### src/rtl/config_frame_writer_pkg.sv
// Shared types and constants for the configuration frame writer.
package config_frame_writer_pkg;

   // Session parser states; SETUP/PULSE/HOLD frame the strobe around stable data
   typedef enum logic [2:0] {
      HUNT,
      ADDR,
      DATA,
      SETUP,
      PULSE,
      HOLD
   } cfwState_e;

   localparam logic [31:0] DefaultSyncWord = 32'hFAB0_FAB1;
   localparam int unsigned EndMarkerBit    = 31;
   localparam int unsigned FramesWrittenW  = 16;

endpackage

### src/rtl/config_frame_writer.sv
// Configuration frame writer: parses a sync-framed bitstream of
// (address, data) word pairs and writes each frame with a one-hot strobe.
module config_frame_writer
   import config_frame_writer_pkg::*;
#(
   parameter int unsigned MaxFramesPerCol = 20,
   parameter int unsigned FrameBitsPerRow = 32,
   parameter logic [31:0] SyncWord        = DefaultSyncWord
) (
   input  logic                       CLK,
   input  logic                       reset,
   input  logic [FrameBitsPerRow-1:0] s_data,
   input  logic                       s_valid,
   output logic                       s_ready,
   output logic [FrameBitsPerRow-1:0] FrameData,
   output logic [MaxFramesPerCol-1:0] FrameStrobe,
   output logic                       busy,
   output logic                       err,
   output logic [FramesWrittenW-1:0]  frames_written
);

   localparam int unsigned IdxW = (MaxFramesPerCol > 1) ? $clog2(MaxFramesPerCol) : 1;
   localparam logic [FrameBitsPerRow-1:0] SyncFull = FrameBitsPerRow'(SyncWord);

   cfwState_e       state;
   cfwState_e       stateNext;
   logic [IdxW-1:0] frameIdx;
   logic            dropped;
   logic            accept;
   logic            isSync;
   logic            isEnd;
   logic [IdxW-1:0] addrIdx;
   logic            idxOutOfRange;

   // State register
   always_ff @(posedge CLK) begin
      if (reset) begin
         state <= HUNT;
      end else begin
         state <= stateNext;
      end
   end

   // Word decode and next-state selection; only handshaked words move the parser
   always_comb begin
      accept        = s_valid & s_ready;
      isSync        = (s_data == SyncFull);
      isEnd         = s_data[EndMarkerBit];
      addrIdx       = s_data[IdxW-1:0];
      idxOutOfRange = (32'(addrIdx) >= MaxFramesPerCol);
      stateNext     = state;
      case (state)
         HUNT: begin
            if (accept && isSync) stateNext = ADDR;
         end
         ADDR: begin
            if (accept) stateNext = isEnd ? HUNT : DATA;
         end
         DATA: begin
            if (accept) stateNext = dropped ? ADDR : SETUP;
         end
         SETUP:   stateNext = PULSE;
         PULSE:   stateNext = HOLD;
         HOLD:    stateNext = ADDR;
         default: stateNext = HUNT;
      endcase
   end

   // Registered outputs derived from the upcoming state, plus index/data capture
   always_ff @(posedge CLK) begin
      if (reset) begin
         s_ready        <= 1'b1;
         busy           <= 1'b0;
         err            <= 1'b0;
         FrameStrobe    <= '0;
         FrameData      <= '0;
         frames_written <= '0;
         frameIdx       <= '0;
         dropped        <= 1'b0;
      end else begin
         s_ready     <= (stateNext == HUNT) || (stateNext == ADDR) || (stateNext == DATA);
         busy        <= (stateNext != HUNT);
         FrameStrobe <= '0;
         if (stateNext == PULSE) begin
            FrameStrobe    <= MaxFramesPerCol'(1) << frameIdx;
            frames_written <= frames_written + FramesWrittenW'(1);
         end
         if ((state == ADDR) && accept && !isEnd) begin
            frameIdx <= addrIdx;
            dropped  <= idxOutOfRange;
            if (idxOutOfRange) err <= 1'b1;
         end
         if ((state == DATA) && accept) begin
            FrameData <= s_data;
         end
      end
   end

endmodule

### config.mk
export PLATFORM = sky130hd
export DESIGN_NAME = config_frame_writer
export DESIGN_NICKNAME = d
export VERILOG_FILES = /design/src/rtl/config_frame_writer_pkg.sv /design/src/rtl/config_frame_writer.sv
export SDC_FILE = /design/constraint.sdc
export NUM_CORES = 1
export LEC_CHECK = 0
export ABC_AREA = 1
export CAP_MARGIN = 0
export CORE_ASPECT_RATIO = 1.2
export CORE_MARGIN = 5
export CORE_UTILIZATION = 45
export CTS_BUF_LIST = sky130_fd_sc_hd__clkbuf_8
export CTS_CLUSTER_DIAMETER = 100
export DETAILED_ROUTE_END_ITERATION = 8
export DONT_BUFFER_PORTS = 1
export HOLD_SLACK_MARGIN = 0.15
export PLACE_DENSITY = 0.62
export RECOVER_POWER = 25
export SLEW_MARGIN = 10
export SYNTH_ARGS = -nofsm -noshare
export SYNTH_HDL_FRONTEND = slang
export SYNTH_SLANG_ARGS = --single-unit
### constraint.sdc
create_clock -name CLK -period 1.7 [get_ports CLK]
set_clock_uncertainty 0.05 [all_clocks]
set_input_delay 0.17 -clock CLK [delete_from_list [all_inputs] [get_ports CLK]]
set_output_delay 0.17 -clock CLK [all_outputs]
set_load 0.01 [all_outputs]
==> results.ini, run 1 <==
[placement]
place.detailed.hpwl_mm = 5.22
placement.cell_area_um2 = 3130
globalplace.congestion = 0.753
place_ws_ns = 0.284
io_buffer_count = 0

[grt]
groute.usage.overall_pct = 18.7
antenna_found_initial = 0
grt.met3_usage_pct = 6.21
grt_first_pass_wirelength_mm = 12.6
met1_track_utilization_from_global_routing_pct = 22.8
largest_net_degree_at_the_start_of_global_routing = 28
globalRouteMet2Util_pct = 29.9
grt_busiest_layer = met2
grt_overflow_total = 0
vias_in_the_first_global_route = 2637

[yosys]
post-synth-top-area-cell = sky130_fd_sc_hd__dfxtp_1
syn_avg_cell_area_um2 = 7.66
synth_cell_types = 30
synthesis.area_um2 = 3000
syn_inst = 391
synth-async-reset-ratio_pct = 0
synth_flop_cell = sky130_fd_sc_hd__dfxtp_1
yosys_warnings = 0
syn_nets = 427
synth_seq_area_share_pct = 53.4
number_of_flops_mapped_to_enable_cells_by_yosys = 0
synthDominantCellAreaShare_pct = 53.4
yosys-top-cells-count = 103 x sky130_fd_sc_hd__nor2_1, 80 x sky130_fd_sc_hd__dfxtp_1, 44 x sky130_fd_sc_hd__o21ai_0, 42 x sky130_fd_sc_hd__nand2_1, 35 x sky130_fd_sc_hd__inv_1
ys_top_cells_by_area = sky130_fd_sc_hd__dfxtp_1 53%, sky130_fd_sc_hd__nor2_1 13%, sky130_fd_sc_hd__o21ai_0 7.3%, sky130_fd_sc_hd__nand2_1 5.3%, sky130_fd_sc_hd__inv_1 4.4%
postSynthRegisterBits = 80
synth.most_common_cell = sky130_fd_sc_hd__nor2_1

[setup_path]
crit_fanout = 3
critPathLaunch = s_data[3]
r2r_setup_slack_ns = 0.26
cp.required_ns = 1.92
worst_r2r_path_depth = 5
worst_endpoint_data_arrival_time_ns = 1.79
criticalPathCategory = in2reg
worst_r2r_endpoint = dropped
critical_path.reg2reg.startpoint = s_ready
crit_path_start_kind = input pin
crit_path_end_kind = register

[die]
placementRows = 32
fp.dieW_um = 84.5
die_h_um = 99.4
boundaryPins = 106
initial_core_util_pct = 46.5
floorplan.die_area_um2 = 8400
fp.coreArea_um2 = 6450

[sta]
worst_pin_slew_ns = 0.550
unrepaired_setup_endpoints_after_global_routing = no
final_min_period_over_clock_period_pct = 92.3
timing_max_transition_violations_final = 0
final.setup.tns_ns = 0
holdWs_ns = 0.175
fin_crit_ns = 1.57
layout_setup_ws_ns = 0.131
timing.max_slew.rel_slack_pct = 63.3
final_count_of_negative_setup_slack_endpoints = 0
hold_viol_final = 0
max_clock_freq_ghz = 0.637

[pwr]
leakagePower_nw = 1.52
power.density_cell_area_nw_per_um2 = 913
ir_drop_mv = 0.449

[cells_and_area]
final_area_um2 = 3650
insertedDiodeCount = 0
layout-drive-gt1-share_pct = 7.99
seqCellArea_um2 = 1600
area_growth_syn_to_layout_pct = 21.9
fillerInstances = 620
num-nets-final = 470
total_area_of_multi_input_combinational_cells_um2 = 1190

[hold_path]
hold_path_depth = 4
min_from = s_data[9]
timing.hold.worst.class = in2reg
whs_endpoint = state[0]

[detailed_routing]
avgRoutedWirePerCell_um = 14.6
routed-via-count = 2598
viasPerCell = 4.97
detail-route-antenna-nets = 0
drt_first_iter_violations = 94
drt_pre_antenna_iters = 4
final_routed_drc_violation_total = 0
totalWireLength_mm = 7.62

[cts]
htreeDepth = 3
cts_root_buffer = sky130_fd_sc_hd__clkbuf_8
clkLatencyLatePin_ns = 0.34
cts.reportedPaths.clkPinSlew_ns = 0.08
clock_tree.buffer_depth = 2
post_cts_repair_setup_buffers = 0
cts.sink_count = 80
numCtsBuffers = 9
clock_tree_from_tritoncts = yes

[status]
outcome = finished clean

[flow_run]
max_cap_violations = 0

## worst max-delay path by stage
stage	end	slack, ns	depth (start not counted)
finish	dropped	0.13	5
detailed placement	dropped	0.28	5
global route	err	0.01	5
floorplan	frames_written[8]	0.30	8
global placement	err	0.33	5
CTS	FrameData[6]	0.04	5
## area by class of cell
class / instances / share of cell area (%)
Sequential cell: 80 / 43.8
Multi-Input combinational cell: 260 / 32.6
Timing Repair Buffer: 45 / 11.6
Inverter: 38 / 3.90
Clock buffer: 9 / 3.39
Tap cell: 85 / 2.91
Clock inverter: 6 / 1.68
## power breakdown
group	internal, mW	switching [mW]	total [mW]
Sequential	1.87	0.0000000000991	1.87
Clock	0.665	0.675	1.34
Combinational	0.0671	0.0556	0.123
## worst max-delay path, stage by stage
cell	delay [ns]
sky130_fd_sc_hd__dlygate4sd3_1	0.62
sky130_fd_sc_hd__nor2_1	0.08
sky130_fd_sc_hd__dlygate4sd3_1	0.55
sky130_fd_sc_hd__or2_1	0.24
sky130_fd_sc_hd__a21oi_1	0.12
## logic make-up (layout without fill, tap and decap cells)
kind of cell / count (synthesis) / count (layout) / synth area share (%)
and+or+nand+nor: 182 / 182 / 26.0
DFF: 80 / 80 / 53.4
AOI/OAI and AO/OA: 74 / 74 / 12.5
buffers and inverters: 51 / 98 / 6.76
xor gates and xnor gates: 3 / 3 / 0.877
adders and majority gates: 1 / 1 / 0.417
## per-layer routing
| metal | vias to the layer above | share of wire (%) |
|---|---|---|
| met2 | 99 | 46 |
| met5 | - | 0 |
| met3 | 17 | 9.4 |
| met4 | 0 | 2.3 |
| met1 | 1146 | 42 |
| li1 | 1336 | - |
## layout by cell type, fill, tap and decap left out
| cell | count |
|---|---|
| sky130_fd_sc_hd__nor2_1 | 103 |
| sky130_fd_sc_hd__buf_4 | 11 |
| sky130_fd_sc_hd__clkinvlp_4 | 1 |
| sky130_fd_sc_hd__o21ai_1 | 2 |
| sky130_fd_sc_hd__bufinv_16 | 1 |
| sky130_fd_sc_hd__nand3_1 | 20 |
| sky130_fd_sc_hd__clkinv_4 | 1 |
| sky130_fd_sc_hd__nand4_1 | 4 |
| sky130_fd_sc_hd__ha_1 | 1 |
| sky130_fd_sc_hd__nor2b_1 | 1 |
| sky130_fd_sc_hd__nor3_1 | 3 |
| sky130_fd_sc_hd__a31oi_1 | 1 |
| sky130_fd_sc_hd__a21oi_1 | 25 |
| sky130_fd_sc_hd__dlymetal6s4s_1 | 1 |
| sky130_fd_sc_hd__nor2_2 | 1 |
| sky130_fd_sc_hd__inv_1 | 35 |
| sky130_fd_sc_hd__nor3b_1 | 2 |
| sky130_fd_sc_hd__or2_1 | 1 |
| sky130_fd_sc_hd__nor3_4 | 1 |
| sky130_fd_sc_hd__clkinv_2 | 3 |
| sky130_fd_sc_hd__nand3_2 | 2 |
| sky130_fd_sc_hd__nor3b_2 | 1 |
| sky130_fd_sc_hd__nor2_4 | 1 |
| sky130_fd_sc_hd__inv_2 | 3 |
| sky130_fd_sc_hd__xnor2_1 | 1 |
| sky130_fd_sc_hd__dlygate4sd3_1 | 33 |
| sky130_fd_sc_hd__nand2_1 | 42 |
| sky130_fd_sc_hd__o21ai_0 | 44 |
| sky130_fd_sc_hd__o22ai_1 | 1 |
| sky130_fd_sc_hd__clkbuf_8 | 9 |
| sky130_fd_sc_hd__a211oi_1 | 1 |
| sky130_fd_sc_hd__dfxtp_1 | 80 |
| sky130_fd_sc_hd__xor2_1 | 2 |
## state kept, by name, summed over array words and instances, names as in the netlist
register	flops
s_ready	1
err	1
frameIdx	5
FrameStrobe	20
state	3
dropped	1
frames_written	16
FrameData	32
busy	1
## repair_timing
item / CTS / global route
hold endpoints to repair: 56 / 0
hold buffers: 34 / 0
resized for setup: 0 / 1
endpoints found under the setup margin: 0 / 38
## stage by stage
| stage | total power, mW | utilization (%) | std cells |
|---|---|---|---|
| finish | 3.33 | 56.7 | 523 |
| global route | 3.47 | 56.7 | 523 |
| global placement | 1.96 | 48.5 | 474 |
| CTS | 3.37 | 56.6 | 523 |
| detailed placement | 1.96 | 48.5 | 474 |
| floorplan | 1.96 | - | 391 |
(Power assumes the default switching activity.)
==> inputs of run 2 (changes only) <==
--- a/config.mk
+++ b/config.mk
@@ -15,7 +15,7 @@
 export DETAILED_ROUTE_END_ITERATION = 8
 export DONT_BUFFER_PORTS = 1
 export HOLD_SLACK_MARGIN = 0.15
-export PLACE_DENSITY = 0.62
+export PLACE_DENSITY = 0.67
 export RECOVER_POWER = 25
 export SLEW_MARGIN = 10
 export SYNTH_ARGS = -nofsm -noshare
==> results.ini, run 2 (synthesis gave the netlist of run 1 again) <==
[cells_and_area]
area_growth_syn_to_layout_pct = 21.8
insertedDiodeCount = 0
fin_util_pct = 56.6
final_area_um2 = 3650
largest-register = FrameData
num-nets-final = 470
final_cell_mix = 101 x sky130_fd_sc_hd__nor2_1, 80 x sky130_fd_sc_hd__dfxtp_1, 44 x sky130_fd_sc_hd__o21ai_0, 42 x sky130_fd_sc_hd__nand2_1, 38 x sky130_fd_sc_hd__inv_1
layout.cells.most_common = sky130_fd_sc_hd__nor2_1
largest_register_ffs = 32
fillerInstances = 597
layout-drive-gt1-share_pct = 7.97
largest_registers_in_the_final_layout = FrameData x32, FrameStrobe x20, frames_written x16

[detailed_routing]
drt_pre_antenna_iters = 5
viasPerCell = 5.06
drt_first_iter_violations = 123
detail-route-antenna-nets = 0
totalWireLength_mm = 7.58
routed-via-count = 2650
avgRoutedWirePerCell_um = 14.5
final_routed_drc_violation_total = 0

[sta]
fin_crit_ns = 1.57
timing_max_transition_violations_final = 0
holdWs_ns = 0.142
timing.max_slew.rel_slack_pct = 67.5
max_clock_freq_ghz = 0.636
worst_pin_slew_ns = 0.486
final.setup.tns_ns = 0
final_count_of_negative_setup_slack_endpoints = 0
unrepaired_setup_endpoints_after_global_routing = no
hold_viol_final = 0
final_min_period_over_clock_period_pct = 92.5
layout_setup_ws_ns = 0.128

[die]
fp.dieW_um = 84.5
die_h_um = 99.4
boundaryPins = 106
placementRows = 32
fp.coreArea_um2 = 6450
floorplan.die_area_um2 = 8400
initial_core_util_pct = 46.5

[cts]
post_cts_repair_setup_buffers = 0
numCtsBuffers = 9
htreeDepth = 3
cts.reportedPaths.clkPinSlew_ns = 0.07
cts_root_buffer = sky130_fd_sc_hd__clkbuf_8
clock_tree.buffer_depth = 2
cts.sink_count = 80
clock_tree_from_tritoncts = yes
clkLatencyLatePin_ns = 0.34

[grt]
largest_net_degree_at_the_start_of_global_routing = 26
grt_first_pass_wirelength_mm = 12.5
grt_overflow_total = 0
vias_in_the_first_global_route = 2632
antenna_found_initial = 0
groute.usage.overall_pct = 18.3

[setup_path]
criticalPathCategory = in2reg
worst_r2r_path_depth = 5
critPathCapture = busy
worst_endpoint_data_arrival_time_ns = 1.80
crit_path_end_kind = register
cp.required_ns = 1.93
r2r_setup_slack_ns = 0.24
crit_path_start_kind = input pin
worst_r2r_endpoint = frames_written[14]
crit_fanout = 3
critical_path.reg2reg.startpoint = state[1]
critPathLaunch = s_data[9]

[pwr]
power.density_cell_area_nw_per_um2 = 905
leakagePower_nw = 1.52
ir_drop_mv = 0.524

[hold_path]
hold_path_depth = 3
timing.hold.worst.class = in2reg

[status]
outcome = finished clean

[placement]
place_ws_ns = 0.256
io_buffer_count = 0
globalplace.congestion = 0.761
placement.cell_area_um2 = 3130
place.detailed.hpwl_mm = 5.18

[flow_run]
max_cap_violations = 0

## run 2: power breakdown
group	switching, mW	internal, mW	leakage, nW
logic	0.0565	0.0677	0.768
registers	0.0000000000984	1.87	0.644
clock network	0.651	0.656	0.107
total	0.707	2.60	1.52
## run 2: worst min-delay path by stage
stage / slack [ns] / to / start
global placement: 0.19 / err / reset
global route: 0.17 / state[0] / s_data[14]
finish: 0.14 / dropped / s_data[2]
detailed placement: 0.20 / state[0] / reset
floorplan: 0.20 / state[1] / reset
CTS: 0.15 / state[0] / s_data[14]
## run 2: final cells by class
cell class	instances	area [µm²]	area share, %
Clock buffer	9	124	3.39
Clock inverter	7	56.3	1.54
Inverter	38	143	3.91
Multi-Input combinational cell	260	1200	32.8
Sequential cell	80	1600	43.9
Tap cell	85	106	2.91
Timing Repair Buffer	45	423	11.6
## run 2: metrics by stage
| stage | cells | power (mW) |
|---|---|---|
| after global placement | 474 | 1.97 |
| after CTS | 525 | 3.33 |
| final | 524 | 3.30 |
| after floorplan | 391 | 1.96 |
| after global routing | 524 | 3.43 |
| after detailed placement | 474 | 1.97 |
## run 2: repair_timing
item,in CTS,in global routing
setup endpoints to repair,0,4
gates resized for setup,0,2
endpoints found under the hold margin,60,0
hold buffers,35,0
## run 2: critical path, stage by stage
cell	delay, ns
sky130_fd_sc_hd__dlygate4sd3_1	0.55
sky130_fd_sc_hd__nand3_1	0.07
sky130_fd_sc_hd__dlygate4sd3_1	0.56
sky130_fd_sc_hd__nor2_2	0.11
sky130_fd_sc_hd__nand3_1	0.12
sky130_fd_sc_hd__nand3_1	0.10
sky130_fd_sc_hd__nand2_1	0.05
sky130_fd_sc_hd__nand2_1	0.07
## run 2: layer usage
layer | share of wire [%] | GRT usage (%)
met5 | 0 | 0
met4 | 0.38 | 4.38
met3 | 11 | 8.53
met2 | 47 | 30.7
met1 | 41 | 21.1
